===== src/rtl/isa_fifo_port.sv =====
// isa_fifo_port: XT 8-bit I/O channel responder with wait states and a device-to-host FIFO.
// Define ISA_FIFO_PORT_DMA_EN to build the DMA requester (DRQ/DACK/TC) path.
module isa_fifo_port #(
  parameter logic [9:0] BASE_ADDRESS = 10'h300,
  parameter int         FIFO_DEPTH   = 16,
  parameter int         WAIT_STATES  = 2
) (
  input  logic        clock,
  input  logic        reset,
  input  logic [19:0] address,
  input  logic [7:0]  data_bus_in,
  output logic [7:0]  data_bus_out,
  output logic        data_bus_out_en,
  input  logic        io_read_n,
  input  logic        io_write_n,
  input  logic        address_enable_n,
  output logic        io_channel_ready,
  output logic        interrupt_request,
  output logic        dma_request,
  input  logic        dma_acknowledge_n,
  input  logic        terminal_count_n,
  input  logic        push_valid,
  input  logic [7:0]  push_data,
  output logic        push_ready,
  output logic        out_valid,
  output logic [7:0]  out_data
);

  localparam int AW = $clog2(FIFO_DEPTH);
  localparam int CW = AW + 1;

  typedef enum logic [1:0] {
    S_IDLE,
    S_WAIT,
    S_DONE
  } state_t;

  state_t        state;
  logic [3:0]    wait_cnt;
  logic          ior_prev;
  logic          iow_prev;
  logic          win_hit;
  logic          cpu_sel;
  logic          dma_sel;
  logic          ior_fall;
  logic          ior_rise;
  logic          iow_fall;
  logic          iow_rise;
  logic          acc_rd_data;
  logic          acc_rd_stat;
  logic          acc_dma;
  logic          acc_wr_data;
  logic          acc_wr_ctrl;
  logic [7:0]    wr_byte;
  logic [7:0]    mem [FIFO_DEPTH];
  logic [AW-1:0] wr_ptr;
  logic [AW-1:0] rd_ptr;
  logic [CW-1:0] count;
  logic          not_empty;
  logic          full;
  logic          push;
  logic          pop;
  logic          fifo_clear;
  logic          irq_en;
  logic          dma_en;
  logic          tc_seen;
  logic [7:0]    head;
  logic [7:0]    status;
  logic          stat_done;
  logic          wr_data_done;
  logic          wr_ctrl_done;
  logic          unused_bits;

  assign win_hit = address[9:1] == BASE_ADDRESS[9:1];

`ifdef ISA_FIFO_PORT_DMA_EN
  assign cpu_sel = address_enable_n & dma_acknowledge_n & win_hit;
  assign dma_sel = ~dma_acknowledge_n & ~io_read_n;
`else
  assign cpu_sel = address_enable_n & win_hit;
  assign dma_sel = 1'b0;
`endif

  assign ior_fall = ior_prev & ~io_read_n;
  assign ior_rise = ~ior_prev & io_read_n;
  assign iow_fall = iow_prev & ~io_write_n;
  assign iow_rise = ~iow_prev & io_write_n;

  // Access kind is captured at the strobe's falling edge and acted on at its rise
  always_ff @(posedge clock or posedge reset) begin
    if (reset) begin
      ior_prev    <= 1'b1;
      iow_prev    <= 1'b1;
      acc_rd_data <= 1'b0;
      acc_rd_stat <= 1'b0;
      acc_dma     <= 1'b0;
      acc_wr_data <= 1'b0;
      acc_wr_ctrl <= 1'b0;
      wr_byte     <= 8'h00;
    end else begin
      ior_prev <= io_read_n;
      iow_prev <= io_write_n;
      if (ior_fall) begin
        acc_rd_data <= cpu_sel & ~address[0];
        acc_rd_stat <= cpu_sel & address[0];
        acc_dma     <= dma_sel;
      end
      if (iow_fall) begin
        acc_wr_data <= cpu_sel & ~address[0];
        acc_wr_ctrl <= cpu_sel & address[0];
      end
      if (~io_write_n & cpu_sel)
        wr_byte <= data_bus_in;
    end
  end

  assign pop          = ior_rise & (acc_rd_data | acc_dma) & not_empty;
  assign stat_done    = ior_rise & acc_rd_stat;
  assign wr_data_done = iow_rise & acc_wr_data;
  assign wr_ctrl_done = iow_rise & acc_wr_ctrl;
  assign fifo_clear   = wr_ctrl_done & wr_byte[2];

  assign not_empty  = count != '0;
  assign full       = count == CW'(FIFO_DEPTH);
  assign push_ready = ~full;
  assign push       = push_valid & ~full;
  assign head       = mem[rd_ptr];
  assign status     = {3'b000, dma_en, irq_en, tc_seen, full, not_empty};

  always_ff @(posedge clock) begin
    if (push & ~fifo_clear)
      mem[wr_ptr] <= push_data;
  end

  always_ff @(posedge clock or posedge reset) begin
    if (reset) begin
      wr_ptr <= '0;
      rd_ptr <= '0;
      count  <= '0;
    end else if (fifo_clear) begin
      wr_ptr <= '0;
      rd_ptr <= '0;
      count  <= '0;
    end else begin
      if (push)
        wr_ptr <= wr_ptr + 1'b1;
      if (pop)
        rd_ptr <= rd_ptr + 1'b1;
      count <= count + CW'(push) - CW'(pop);
    end
  end

  always_comb begin
    data_bus_out    = 8'h00;
    data_bus_out_en = (cpu_sel & ~io_read_n) | dma_sel;
    unique case (1'b1)
      cpu_sel & ~io_read_n & address[0]:
        data_bus_out = status;
      (cpu_sel & ~io_read_n & ~address[0]) | dma_sel:
        data_bus_out = not_empty ? head : 8'hFF;
      default:
        data_bus_out = 8'h00;
    endcase
  end

  always_ff @(posedge clock or posedge reset) begin
    if (reset) begin
      state    <= S_IDLE;
      wait_cnt <= 4'd0;
    end else begin
      unique case (state)
        S_IDLE: begin
          if ((ior_fall | iow_fall) & (cpu_sel | dma_sel)) begin
            if (WAIT_STATES > 0) begin
              state    <= S_WAIT;
              wait_cnt <= 4'(WAIT_STATES);
            end else begin
              state <= S_DONE;
            end
          end
        end
        S_WAIT: begin
          wait_cnt <= wait_cnt - 4'd1;
          if (wait_cnt <= 4'd1)
            state <= S_DONE;
        end
        S_DONE: begin
          if (io_read_n & io_write_n)
            state <= S_IDLE;
        end
        default: state <= S_IDLE;
      endcase
    end
  end

  assign io_channel_ready = state != S_WAIT;

  always_ff @(posedge clock or posedge reset) begin
    if (reset) begin
      irq_en            <= 1'b0;
      out_valid         <= 1'b0;
      out_data          <= 8'h00;
      interrupt_request <= 1'b0;
    end else begin
      out_valid <= wr_data_done;
      if (wr_data_done)
        out_data <= wr_byte;
      if (wr_ctrl_done)
        irq_en <= wr_byte[1];
      interrupt_request <= irq_en & (not_empty | tc_seen);
    end
  end

`ifdef ISA_FIFO_PORT_DMA_EN
  logic tc_hit;
  logic dma_done;

  assign dma_done = ior_rise & acc_dma;

  always_ff @(posedge clock or posedge reset) begin
    if (reset)
      tc_hit <= 1'b0;
    else if (ior_fall)
      tc_hit <= dma_sel & ~terminal_count_n;
    else if (dma_sel & ~terminal_count_n)
      tc_hit <= 1'b1;
  end

  // DRQ is held off in the pop clock so it never reflects a stale count
  always_ff @(posedge clock or posedge reset) begin
    if (reset) begin
      dma_en      <= 1'b0;
      tc_seen     <= 1'b0;
      dma_request <= 1'b0;
    end else begin
      if (wr_ctrl_done)
        dma_en <= wr_byte[0];
      if (dma_done & tc_hit) begin
        tc_seen <= 1'b1;
        dma_en  <= 1'b0;
      end else if (stat_done) begin
        tc_seen <= 1'b0;
      end
      dma_request <= dma_en & not_empty & dma_acknowledge_n & ~ior_rise;
    end
  end

  assign unused_bits = ^{address[19:10]};
`else
  assign dma_en      = 1'b0;
  assign tc_seen     = 1'b0;
  assign dma_request = 1'b0;
  assign unused_bits = ^{address[19:10], dma_acknowledge_n,
                         terminal_count_n, stat_done};
`endif

endmodule


===== config.mk =====
export PLATFORM = sky130hd
export DESIGN_NAME = isa_fifo_port
export DESIGN_NICKNAME = d
export VERILOG_FILES = /design/src/rtl/isa_fifo_port.sv
export SDC_FILE = /design/constraint.sdc
export NUM_CORES = 1
export LEC_CHECK = 0
export BUFFER_PORTS_ARGS = -buffer_cell sky130_fd_sc_hd__clkbuf_2
export CORE_MARGIN = 2
export CORE_UTILIZATION = 50
export DETAILED_ROUTE_END_ITERATION = 16
export PLACE_DENSITY = 0.72
export SETUP_SLACK_MARGIN = 0.1
export SLEW_MARGIN = 20
export SYNTH_ARGS = -nofsm -noshare
export SYNTH_HDL_FRONTEND = slang
export SYNTH_SLANG_ARGS = --single-unit

===== constraint.sdc =====
create_clock -name clock -period 2.5 [get_ports clock]
set_input_delay 0.25 -clock clock [delete_from_list [all_inputs] [get_ports clock]]
set_output_delay 0.25 -clock clock [all_outputs]
set_load 0.01 [all_outputs]

Yosys cells after proc, flatten, opt, wreduce, memory -nomap -nowiden
Memories as Yosys holds them, arrays and structs flattened.
Index checks and enable logic that the tools add are counted.
Storage, ports and cells
  RAM bits: 128
  register bits after elaboration: 43
  output and inout bits: 22
  memories: 1
Cells by class
  eq/ne operators: 8
  reduce and logical (&&, ||, !) cells: 7
  mux-type cells: 15
  $lt $le $gt $ge: 1
  $add $sub $neg: 5
  bitwise gates (word level): 29
Memories
  mem: depth 16, width 8, rd ports 1, clocked after Yosys merged registers in 0, wr ports 1, RTL line 55  | logic [7:0] mem [FIFO_DEPTH];
Operators by type and width (number)
  1-bit AND: 21
  4-bit 2-to-1 mux: 5
  8-bit case mux with 2 select lines: 1
  9-bit == test (second input constant): 1
  4-bit by 1-bit adder with 4-bit output (second input constant): 2
  8-bit 2-to-1 mux: 1
  4-bit case mux with 2 select lines: 1
  1-bit inverter: 7
  2-bit 2-to-1 mux: 3
  2-bit inequality test (second input constant): 3
  2-bit case mux with 3 select lines: 1
  2-bit nonzero test: 3
  5-bit by 1-bit adder with 5-bit output: 1
  5-bit == test (second input constant): 1
  5-bit 2-to-1 mux: 1
  5-bit nonzero test: 1
  5-bit by 1-bit subtractor with 5-bit output: 1
  4-bit by 1-bit less-or-equal comparator with 1-bit output (second input constant): 1
  4-bit by 1-bit subtractor with 4-bit output (second input constant): 1
  3-bit AND reduction: 1
  2-bit by 1-bit == test with 1-bit output (second input constant): 1
  2-bit == test (second input constant): 1
  2-bit logical NOT: 1
  1-bit 2-to-1 mux: 2
  other kinds (3): 3

Longest topological paths before layout
Gate-level depths: netlist of the first run.
  depth after elaboration: 8
  depth in mapped cells: 14

Worst setup path before layout of the first run
No wires, ideal clock.
  path kind: flip-flop to flip-flop
  start: reg count[2]
  end: reg count[4]
  stages on the path, launching flop included: 15
  path buffers: 1
  arrival time: 2.544 ns
  setup time: 0.124 ns
  slack: -0.168 ns
  data required time: 2.376 ns
  period minus slack after synthesis: 2.668 ns
  cell sequence: dfrtp_1 -> inv_1 -> ha_1 -> nor4b_1 -> buf_2 -> nor3_1 -> ha_1 -> inv_1 -> ha_1 -> inv_1 -> fa_1 -> nor2b_1 -> o21bai_1 -> a21oi_1 -> nor3b_1
Between the ends
  cells in the longest elaborated chain, start to end: 6
  elaborated cells between the ends (all ways): 8
  those cells by class: add/sub: 2; eq/ne: 1; mux: 1; bitwise: 3; reduce/logical: 1
RTL lines
  start: declaration: RTL line 58  | logic [CW-1:0] count;
  start signal: assignment: RTL line 149  | count <= count + CW'(push) - CW'(pop);
  5-bit == test: RTL line 124  | assign full = count == CW'(FIFO_DEPTH);
  1-bit inverter: RTL line 126  | assign push = push_valid & ~full;
  1-bit AND: RTL line 126
  5-bit by 1-bit adder with 5-bit output: RTL line 149
  5-bit by 1-bit subtractor with 5-bit output (*): RTL line 149
  5-bit 2-to-1 mux (*): RTL line 140  | end else if (fifo_clear) begin
Mark *: on every way between the ends. The rest lies on a longest branch, timed or not.
A chain may end at the register's enable or synchronous reset.

Final worst setup path of the first run
  start: reg rd_ptr[1]
  end: out data_bus_out[1]
Between the ends
  cells in the longest elaborated chain, start to end: 3
RTL lines
  start: declaration: RTL line 57  | logic [AW-1:0] rd_ptr;
  start signal: assignment: RTL line 148  | rd_ptr <= rd_ptr + 1'b1;
  memory read 16 x 8 bit
  8-bit 2-to-1 mux: RTL line 160  | data_bus_out = not_empty ? head : 8'hFF;
  8-bit case mux with 2 select lines: RTL line 156  | unique case (1'b1)
  end: declaration: RTL line 12  | output logic [7:0] data_bus_out,
Every way passes these cells.

==> results of run 1 <==
-- timing repair --
action / CTS / global route
pin swaps: 14 / 8
resized for setup: 39 / 24
hold buffers: 3 / 0
setup buffers: 13 / 3
setup endpoints to repair: 9 / 18
hold endpoints to repair: 32 / 0
-- registers in the layout (all words and copies together) (netlist names) --
register           count
wr_byte                8
count                  5
wr_ptr                 4
irq_en                 1
wait_cnt               4
acc_wr_ctrl            1
out_valid              1
out_data               8
iow_prev               1
acc_rd_data            1
acc_wr_data            1
state                  2
ior_prev               1
interrupt_request      1
mem                  128
rd_ptr                 4
-- logic make-up (layout without fill, tap and decap cells) --
family                   count (synthesis)  count (layout)
buffers and inverters                   36             150
AND/OR/NAND/NOR                        109             109
multiplexers                            63              63
adder cells (fa/ha/maj)                 14              14
other                                    1               1
XOR/XNOR                                 8               8
AO/OA/AOI/OAI                           48              48
flip-flops                             171             171
-- cell usage after synthesis, drive strengths merged, types with 3 or more instances --
library cell    n
ha             13
mux4           19
or3             3
nor2           19
o211ai          3
nor2b           8
a21oi           9
or2             3
nand2b          6
edfxtp        128
mux2           18
and2           17
buf            15
inv            19
a2111oi         3
mux2i          26
nor3            5
a211oi          5
o22ai           9
a31oi           5
nand2          18
nand3          11
xor2            3
dfrtp          41
nor4b           5
nor3b           3
xnor2           5
o21ai           4
nor4            5
-- where the power goes --
group / total [mW] / internal, mW / leakage, nW / switching (mW)
sequential: 3.55 / 3.38 / 1.70 / 0.170
clock: 2.45 / 1.37 / 0.256 / 1.08
combinational: 1.26 / 0.603 / 1.33 / 0.655
total: 7.26 / 5.35 / 3.29 / 1.90
-- metal layers --
layer | up-vias | track usage, % | share of wire [%]
li1 | 1929 | - | -
met4 | 0 | 8.59 | 2.6
met1 | 2144 | 28.0 | 44
met3 | 32 | 4.51 | 5.2
met2 | 133 | 31.3 | 48
met5 | - | 0 | 0
-- metrics by stage --
stage | setup TNS [ns] | worst slack, ns
2_1_floorplan | 0 | 0.0106
3_3_place_gp | 0 | 0.0119
3_5_place_dp | -0.0941 | -0.0941
4_1_cts | -0.0499 | -0.0489
5_1_grt | -0.203 | -0.0755
6_report | 0 | 0.00748
-- layout make-up --
class	count	area, sq um	share of cell area, %
repair buffers	101	683	7.71
inverters	19	71.3	0.805
multi-input cells	243	2400	27.1
clock buffers	17	425	4.80
well taps	180	225	2.54
clock inverters	13	121	1.37
flip-flops and latches	171	4930	55.6
-- final timing paths --
kind                                    startpoint                      end  slack [ns]  depth (start not counted)
hold / removal                      data_bus_in[0]   wr_byte[0]$_DFFE_PP0P_        0.05                          2
min in group asynchronous                    reset       count[1]$_DFF_PP0_        0.45                          3
hold reg to reg            acc_wr_data$_DFFE_PP0P_  acc_wr_data$_DFFE_PP0P_        0.49                          2
setup / recovery             rd_ptr[1]$_DFFE_PP0P_          data_bus_out[1]       0.007                          6
max in group asynchronous                    reset       iow_prev$_DFF_PP1_        1.35                          4
setup reg to reg                count[2]$_DFF_PP0_       count[4]$_DFF_PP0_        0.04                         13
==> reports/qor.txt, run 1 <==
Status = completed
Vias in the first global route = 4371
Startpoint types = flop
Synth top area cells = edfxtp_1 (53%), dfrtp_1 (14%), mux4_2 (5.9%)
TritonRoute pass-1 iters = 4
Critical Path AT = 2.24 ns
Fill cell count = 969
Cell area after layout = 8860 sq um
Fmax = 0.401 GHz
Worst Skew = 0.00830 ns
Worst Hold Class = in2reg
Syn Inst Count = 450
Area after DPL = 7900 sq um
VDD IR max = 0.530 mV
EDFF count, synth = 128
Power Total = 7.26 mW
Fin util = 63.1%
FF+latch count, synth = 171
# diodes = 0
Pwr dens = 819 nW/um^2
CP cell instances = buf_4, or2_2, o22ai_1, nor4_2, a2111oi_2, buf_2
Yosys top cell area share = 53.1%
Crit Path Max Fanout = 7
Die X = 124 um
Final Setup Violations = 0
Xor/xnor share of the synthesized area = 0.967%
Number of I/O port buffers = 52
CTS max path bufs = 2
Vias = 4238
Post-Synth Adder-Cell Area = 2.52%
Count of yosys warnings during synthesis = 0
Number of vias per cell = 5.70
Avg WL per Cell = 20.1 um
Share of cells above drive strength 1 = 40.4%
Die Area = 15500 sq um
Ys async rst share = 25.1%
TritonCTS Sinks = 171
H-tree level count = 4
Simple-Gate Fraction of Synth Area = 9.05%
Initial antenna violation count = 0
First-pass GRT wire length = 23900 um
Complex-gate fraction of the synthesized area = 4.63%
Synth area leader = edfxtp_1
Crit path required time = 2.25 ns
Minimum clock period = 2.49 ns
RSZ-0062 raised after global routing = true
Final hold slack = 0.0542 ns
Mux cell area share after synthesis = 12.3%
Clock-pin slew on the worst setup and hold paths = 0.06 ns
Largest family of logic cells by synthesized area = multiplexers
Post-DP HPWL = 9570 um
Post-Syn Area = 7240 sq um
Commonest cells after routing, fill and taps aside = edfxtp_1 (128), clkbuf_2 (46), buf_4 (38), dfrtp_1 (37), mux4_2 (19)
Max-slew violation count = 0
Crit end category = output port
Number of buffers created by CTS = 17
Area growth, synth to finish = 22.3%
Total grt overflow = 0
Tot GR Track Use = 20.3%
Io pins = 66
Max-Cap Viols = 0
Non-Filler Instances = 744
Leak = 3.29 nW
Mapped Avg Cell Area = 16.1 sq um
CP delay by family, top = compound AO/OA/AOI/OAI gates
Slowest cell on the critical path = dfrtp_2
Commonest non-fill, non-tap cell in the layout = edfxtp_1
Final WL = 14900 um
RePlAce Congestion = 0.837
Skew-Pair Late Insertion Delay = 0.43 ns
Syn nets = 508
Register area share after synthesis = 68.0%
Worst rel slew slack = 56.7%
DRC = 0
Placed Cells = 695
Clock Root Buffer = clkbuf_16
Top FF cell, synth = edfxtp_1
Least-Margin Pin Slew = 0.648 ns
FP Rows = 43
Max incr delay on CP = 0.47 ns
Period Utilization, post-route = 99.7%
Placeable core area = 14000 sq um
Largest net degree at the start of global routing = 32
Starting Density = 51.6%
CTS tree = yes
Worst Setup Path Type = reg2out
Number of DRC markers in iteration 0 = 372
Synth unique cells = 56
ANT nets after route = 0
WP buf/inv = 2
Total Nets Final = 611
Hold Fails Final Rpt = 0
Die Y-Extent = 124 um
(Power assumes the default switching activity.)
==> run 2: changes to the inputs <==
GPL_ROUTABILITY_DRIVEN = 1   (was unset)
PLACE_DENSITY = unset   (was 0.72)
PLACE_DENSITY_LB_ADDON = 0.05   (was unset)
==> run 2 against run 1 <==
  * Highest routed layer unchanged
  * Clock skew fell by 0.0016 ns
  * Worst hold slack better by 0.0013 ns
  * Design area increased by 3.2%
  * Critical endpoint is now data_bus_out[0]
==> reports/qor.txt, run 2 (synthesis results as in run 1) <==
VDD IR max = 0.594 mV (+12%)
Final setup margin = 0.0121 ns (+0.00458 ns)
Worst rel slew slack = 58.3% (+1.5 points)
Top reg by flops = mem
Crit path required time = 2.25 ns (about the same)
Max-slew violation count = 0 (unchanged)
Minimum clock period = 2.49 ns (-0.00458 ns)
FP Rows = 43 (unchanged)
Die Y-Extent = 124 um (unchanged)
Share of cells above drive strength 1 = 40.1% (-0.28 points)
Pwr dens = 852 nW/um^2 (+4.0%)
Number of vias per cell = 5.64 (-0.91%)
Tot GR Track Use = 20.9% (+0.65 points)
Final hold slack = 0.0556 ns (+0.00135 ns)
CTS max path bufs = 2 (unchanged)
Area after DPL = 8010 sq um (+1.4%)
Commonest cells after routing, fill and taps aside = edfxtp_1 (128), clkbuf_2 (48), dfrtp_1 (37), buf_4 (32), mux4_2 (19)
Crit Path Max Fanout = 4 (-3)
DRC = 0 (unchanged)
Area growth, synth to finish = 26.2%
Largest register FFs = 128 (unchanged)
Fill cell count = 989 (+2.1%)
Total grt overflow = 0 (unchanged)
Period Utilization, post-route = 99.5% (-0.18 points)
Slowest cell on the critical path = a2111oi_2
Starting Density = 51.6% (unchanged)
Die Area = 15500 sq um (unchanged)
Initial antenna violation count = 0 (unchanged)
Worst Skew = 0.00668 ns (-0.00162 ns)
Placeable core area = 14000 sq um (unchanged)
Hold Fails Final Rpt = 0 (unchanged)
Placed Cells = 698 (+0.43%)
RePlAce Congestion = 0.813 (-2.9%)
CTS tree = yes
Non-Filler Instances = 748 (+0.54%)
Clock Root Buffer = clkbuf_16
ANT nets after route = 0 (unchanged)
Fmax = 0.402 GHz (+0.18%)
TritonCTS Sinks = 171 (unchanged)
Clock-pin slew on the worst setup and hold paths = 0.06 ns (about the same)
Leak = 3.38 nW (+2.9%)
Status = completed
Die X = 124 um (unchanged)
CP cell instances = inv_2, ha_4, nor4b_4, buf_6, or2_4, a2111oi_2, a221oi_2, buf_2
Cell area after layout = 9140 sq um (+3.2%)
Largest registers = mem: 128 flops, out_data: 8 flops, wr_byte: 8 flops
Vias = 4222 (-0.38%)
H-tree level count = 4 (unchanged)
Number of DRC markers in iteration 0 = 369 (-0.81%)
Commonest non-fill, non-tap cell in the layout = edfxtp_1
Critical Path AT = 2.24 ns (about the same)
RSZ-0062 raised after global routing = true
# diodes = 0 (unchanged)
Vias in the first global route = 4281 (-2.1%)
Power Total = 7.79 mW (+7.4%)
Max-Cap Viols = 0 (unchanged)
Worst Setup Path Type = reg2out
Final Setup Violations = 0 (unchanged)
Startpoint types = flop
Avg WL per Cell = 20.7 um (+3.2%)
Largest net degree at the start of global routing = 32 (unchanged)
Worst Hold Class = in2reg
Post-DP HPWL = 10400 um (+8.7%)
Number of buffers created by CTS = 17 (unchanged)
Fin util = 65.1% (+2.0 points)
TritonRoute pass-1 iters = 5 (+1)
Io pins = 66 (unchanged)
Total Nets Final = 613 (+0.33%)
Number of I/O port buffers = 52 (unchanged)
Least-Margin Pin Slew = 0.625 ns (-0.0230 ns)
Crit end category = output port
First-pass GRT wire length = 24300 um (+1.7%)
Worst slack, placed = -0.144 ns (-0.0501 ns)
Final WL = 15500 um (+3.8%)
Max incr delay on CP = 0.41 ns (-0.06 ns)
Final TNS setup = 0 ns (unchanged)
Skew-Pair Late Insertion Delay = 0.42 ns (about the same)
[run 2: cell count changes in the layout (fill, tap and decap cells not counted), sizes merged]
cell / change
bufinv: +5
clkbuf: +6
clkinv: -1
clkinvlp: -2
inv: -4
[run 2: worst max-delay path: cells and delay by family, from the launching register on]
kind,cells,cell delay [ns]
AOI/OAI and AO/OA,2,0.53
adders and majority gates,1,0.16
and+or+nand+nor,2,0.40
DFF,1,0.36
buffers and inverters,3,0.37
[run 2: cell type report]
type                            instances  area (sq um)  share of cell area, %
Clock buffer                           21           440                   4.82
Clock inverter                         11           218                   2.38
Inverter                               19          71.3                  0.780
Multi-Input combinational cell        243          2460                   27.0
Sequential cell                       171          4930                   53.9
Tap cell                              180           225                   2.46
Timing Repair Buffer                  103           793                   8.68
[run 2: repair_timing]
action | in CTS | in global routing
hold buffers | 3 | 0
hold endpoints to repair | 32 | 0
pin swaps | 20 | 6
gates resized for setup | 39 | 28
endpoints found under the setup margin | 9 | 9
setup buffers | 11 | 4
[run 2: final timing paths]
path                                         startpoint                 endpoint  slack [ns]  cells past startpoint
min in group asynchronous                         reset       count[2]$_DFF_PP0_        0.44                      3
max in group asynchronous                         reset       iow_prev$_DFF_PP1_        1.36                      4
worst max-delay path                 count[2]$_DFF_PP0_          data_bus_out[0]        0.01                      8
worst min register to register  acc_wr_data$_DFFE_PP0P_  acc_wr_data$_DFFE_PP0P_        0.50                      2
worst max register to register       count[2]$_DFF_PP0_       count[4]$_DFF_PP0_        0.07                     13
worst min-delay path                     data_bus_in[0]   wr_byte[0]$_DFFE_PP0P_        0.06                      2
[run 2: power by group]
part | total [mW] | switching (mW) | internal, mW
logic | 1.33 | 0.683 | 0.649
clock network | 2.90 | 1.03 | 1.87
registers | 3.55 | 0.170 | 3.38
total | 7.79 | 1.88 | 5.91
[run 2: metal layers]
layer / global-route usage (%) / wire, um / share of wire (%) / up-vias
li1: - / - / - / 1923
met1: 30.0 / 6920 / 45 / 2149
met2: 31.8 / 7400 / 48 / 132
met3: 5.54 / 942 / 6.1 / 18
met4: 6.08 / 232 / 1.5 / 0
met5: 0 / 0 / 0 / -
==> run 3: changes to the inputs <==
CORE_ASPECT_RATIO = 1.2   (was unset)
SKIP_LAST_GASP = 1   (was unset)
==> run 3 against run 2 <==
  * Via count shrank 0.64%
  * Total power shrank 4.0%
  * Sequential cell count is the same
  * The run now ends with negative hold slack left
  * Sequential share of layout area grew 1.1 points
  * Die area is essentially flat
  * Sequential power is essentially flat
  * Global-route usage shrank 0.16 points
  * Design area shrank 2.1%
  * Non-clock buffer count grew 3
  * Setup slack gained 0.0081 ns
==> reports/qor.txt, run 3 (synthesis results as in run 1) <==
Largest net degree at the start of global routing = 44 (+38%)
R2R cell count = 13 (unchanged)
Fill cell count = 1072 (+8.4%)
Vias = 4195 (-0.64%)
RR Startpoint = count[3]$_DFF_PP0_
Sw Ratio = 24.9% (+0.74 points)
Placeable core area = 14300 sq um (+1.8%)
Least-Margin Pin Slew = 0.900 ns (+0.275 ns)
FP Rows = 48 (+12%)
Total grt overflow = 0 (unchanged)
Clock-pin slew on the worst setup and hold paths = 0.07 ns (about the same)
Io pins = 66 (unchanged)
Crit Path Max Fanout = 8 (+4)
Initial antenna violation count = 0 (unchanged)
# diodes = 0 (unchanged)
Number of I/O port buffers = 52 (unchanged)
Status = finished, violations left
Die X = 114 um (-8.4%)
Gate power share = 15.9% (-1.2 points)
Worst Hold Class = in2async
Worst rel slew slack = 39.9% (-18 points)
First-pass GRT wire length = 23200 um (-4.5%)
Fmax = 0.403 GHz (+0.32%)
TritonRoute pass-1 iters = 4 (-1)
Final hold slack = -0.00200 ns (-0.0576 ns)
Final Setup Violations = 0 (unchanged)
Starting Density = 50.7% (-0.91 points)
Tot GR Track Use = 20.7% (-0.16 points)
Pwr dens = 836 nW/um^2 (-1.9%)
Top reg by flops = mem
RSZ-0062 raised after global routing = true
Area growth, synth to finish = 23.6%
Worst Setup Path Type = reg2out
Total Nets Final = 616 (+0.49%)
Failing checks = negative hold slack
Skew-Pair Late Insertion Delay = 0.42 ns (about the same)
Share of cells above drive strength 1 = 39.8% (-0.39 points)
Post-DP HPWL = 10300 um (-1.5%)
Largest registers = mem: 128 flops, out_data: 8 flops, wr_byte: 8 flops
Number of buffers created by CTS = 17 (unchanged)
Period Utilization, post-route = 99.2% (-0.32 points)
Minimum clock period = 2.48 ns (-0.00806 ns)
Power share of the clock group = 36.7% (-0.6 points)
Largest register FFs = 128 (unchanged)
Crit path required time = 2.25 ns (about the same)
Commonest non-fill, non-tap cell in the layout = edfxtp_1
RePlAce Congestion = 0.812 (-0.15%)
H-tree level count = 4 (unchanged)
Placed Cells = 694 (-0.57%)
TritonCTS Sinks = 171 (unchanged)
CTS max path bufs = 2 (unchanged)
Avg WL per Cell = 20.3 um (-1.8%)
Critical Path AT = 2.23 ns (about the same)
Flop2flop setup slack = 0.07 ns (about the same)
Max-Cap Viols = 0 (unchanged)
Crit end category = output port
VDD IR max = 0.458 mV (-23%)
Vias in the first global route = 4278 (-0.070%)
Final TNS setup = 0 ns (unchanged)
Number of vias per cell = 5.62 (-0.37%)
Non-Filler Instances = 746 (-0.27%)
Commonest cells after routing, fill and taps aside = edfxtp_1 (128), clkbuf_2 (49), buf_4 (43), dfrtp_1 (37), mux2i_1 (20)
Die Area = 15500 sq um (about the same)
CTS tree = yes
Multi-input gate area = 2360 sq um (-4.4%)
Leak = 3.35 nW (-0.95%)
Power Total = 7.48 mW (-4.0%)
Final WL = 15200 um (-2.1%)
Worst R2R End = count[4]$_DFF_PP0_
Total area of sequential cells = 4930 sq um (unchanged)
Die Y-Extent = 136 um (+9.2%)
ANT nets after route = 0 (unchanged)
Internal Power = 5.62 mW (-4.9%)
Startpoint types = flop
Fin util = 62.6% (-2.5 points)
Number of DRC markers in iteration 0 = 207 (-44%)
Psw = 1.86 mW (-1.0%)
Worst Skew = 0.0105 ns (+0.00379 ns)
Sequential share of power = 47.4% (+1.8 points)
Hold Fails Final Rpt = 1 (+1)
Clock Root Buffer = clkbuf_16
DRC = 0 (unchanged)
Max-slew violation count = 0 (unchanged)
-- run 3: changes by cell type in the layout (fill, tap and decap cells not counted), sizes merged, moves of 2 or more --
cell,delta
buf,+3
bufinv,-2
clkbuf,-2
clkinv,+2
inv,+4
-- run 3: stage by stage --
| stage | setup WS [ns] | area, sq um |
|---|---|---|
| finish | 0.0201 | 8950 |
| CTS | -0.0311 | 8750 |
| floorplan | 0.0106 | 7290 |
| global route | -0.0980 | 8950 |
| global placement | 0.0203 | 7950 |
| detailed placement | -0.0736 | 7950 |
-- run 3: what timing repair did --
| item | CTS | global route |
|---|---|---|
| pin swaps | 7 | 13 |
| endpoints found under the hold margin | 2 | 0 |
| setup buffers | 9 | 9 |
| setup endpoints to repair | 9 | 9 |
| resized for setup | 22 | 28 |
| hold buffers | 2 | 0 |
-- run 3: critical path, stage by stage (launching register included) --
cell and delay (ns):
dfrtp_4 0.55, mux4_2 0.56, a2111oi_2 0.44, a221oi_2 0.11, clkbuf_2 0.14
-- run 3: metal layers --
| metal | up-vias | share of wire, % | track usage [%] |
|---|---|---|---|
| met5 | - | 0 | 0 |
| met2 | 99 | 56 | 38.2 |
| met4 | 0 | 1.9 | 7.52 |
| met1 | 2137 | 39 | 23.3 |
| met3 | 25 | 3.8 | 5.13 |
| li1 | 1934 | - | - |
-- run 3: power groups by stage --
stage               clock network, mW  logic [mW]  registers (mW)
global route                     2.91        1.32            3.58
finish                           2.74        1.19            3.55
global placement                    0        1.02            3.58
CTS                              2.80        1.16            3.54
floorplan                           0       0.670            3.56
detailed placement                  0        1.06            3.60
-- run 3: how the worst max path moves through the flow --
| stage | end | start | slack (ns) |
|---|---|---|---|
| final | data_bus_out[3] | rd_ptr[2]$_DFFE_PP0P_ | 0.02 |
| after global routing | data_bus_out[1] | count[3]$_DFF_PP0_ | -0.1 |
| after CTS | data_bus_out[1] | rd_ptr[2]$_DFFE_PP0P_ | -0.03 |
| after detailed placement | count[4]$_DFF_PP0_ | count[2]$_DFF_PP0_ | -0.07 |
| after global placement | count[4]$_DFF_PP0_ | count[3]$_DFF_PP0_ | 0.02 |
| after floorplan | count[4]$_DFF_PP0_ | count[3]$_DFF_PP0_ | 0.01 |
-- run 3: layout make-up --
cell class                      instances  area share, %
Clock inverter                         14           2.12
Tap cell                              175           2.45
Sequential cell                       171           55.1
Inverter                               19          0.797
Clock buffer                           18           4.79
Timing Repair Buffer                  106           8.45
Multi-Input combinational cell        243           26.3
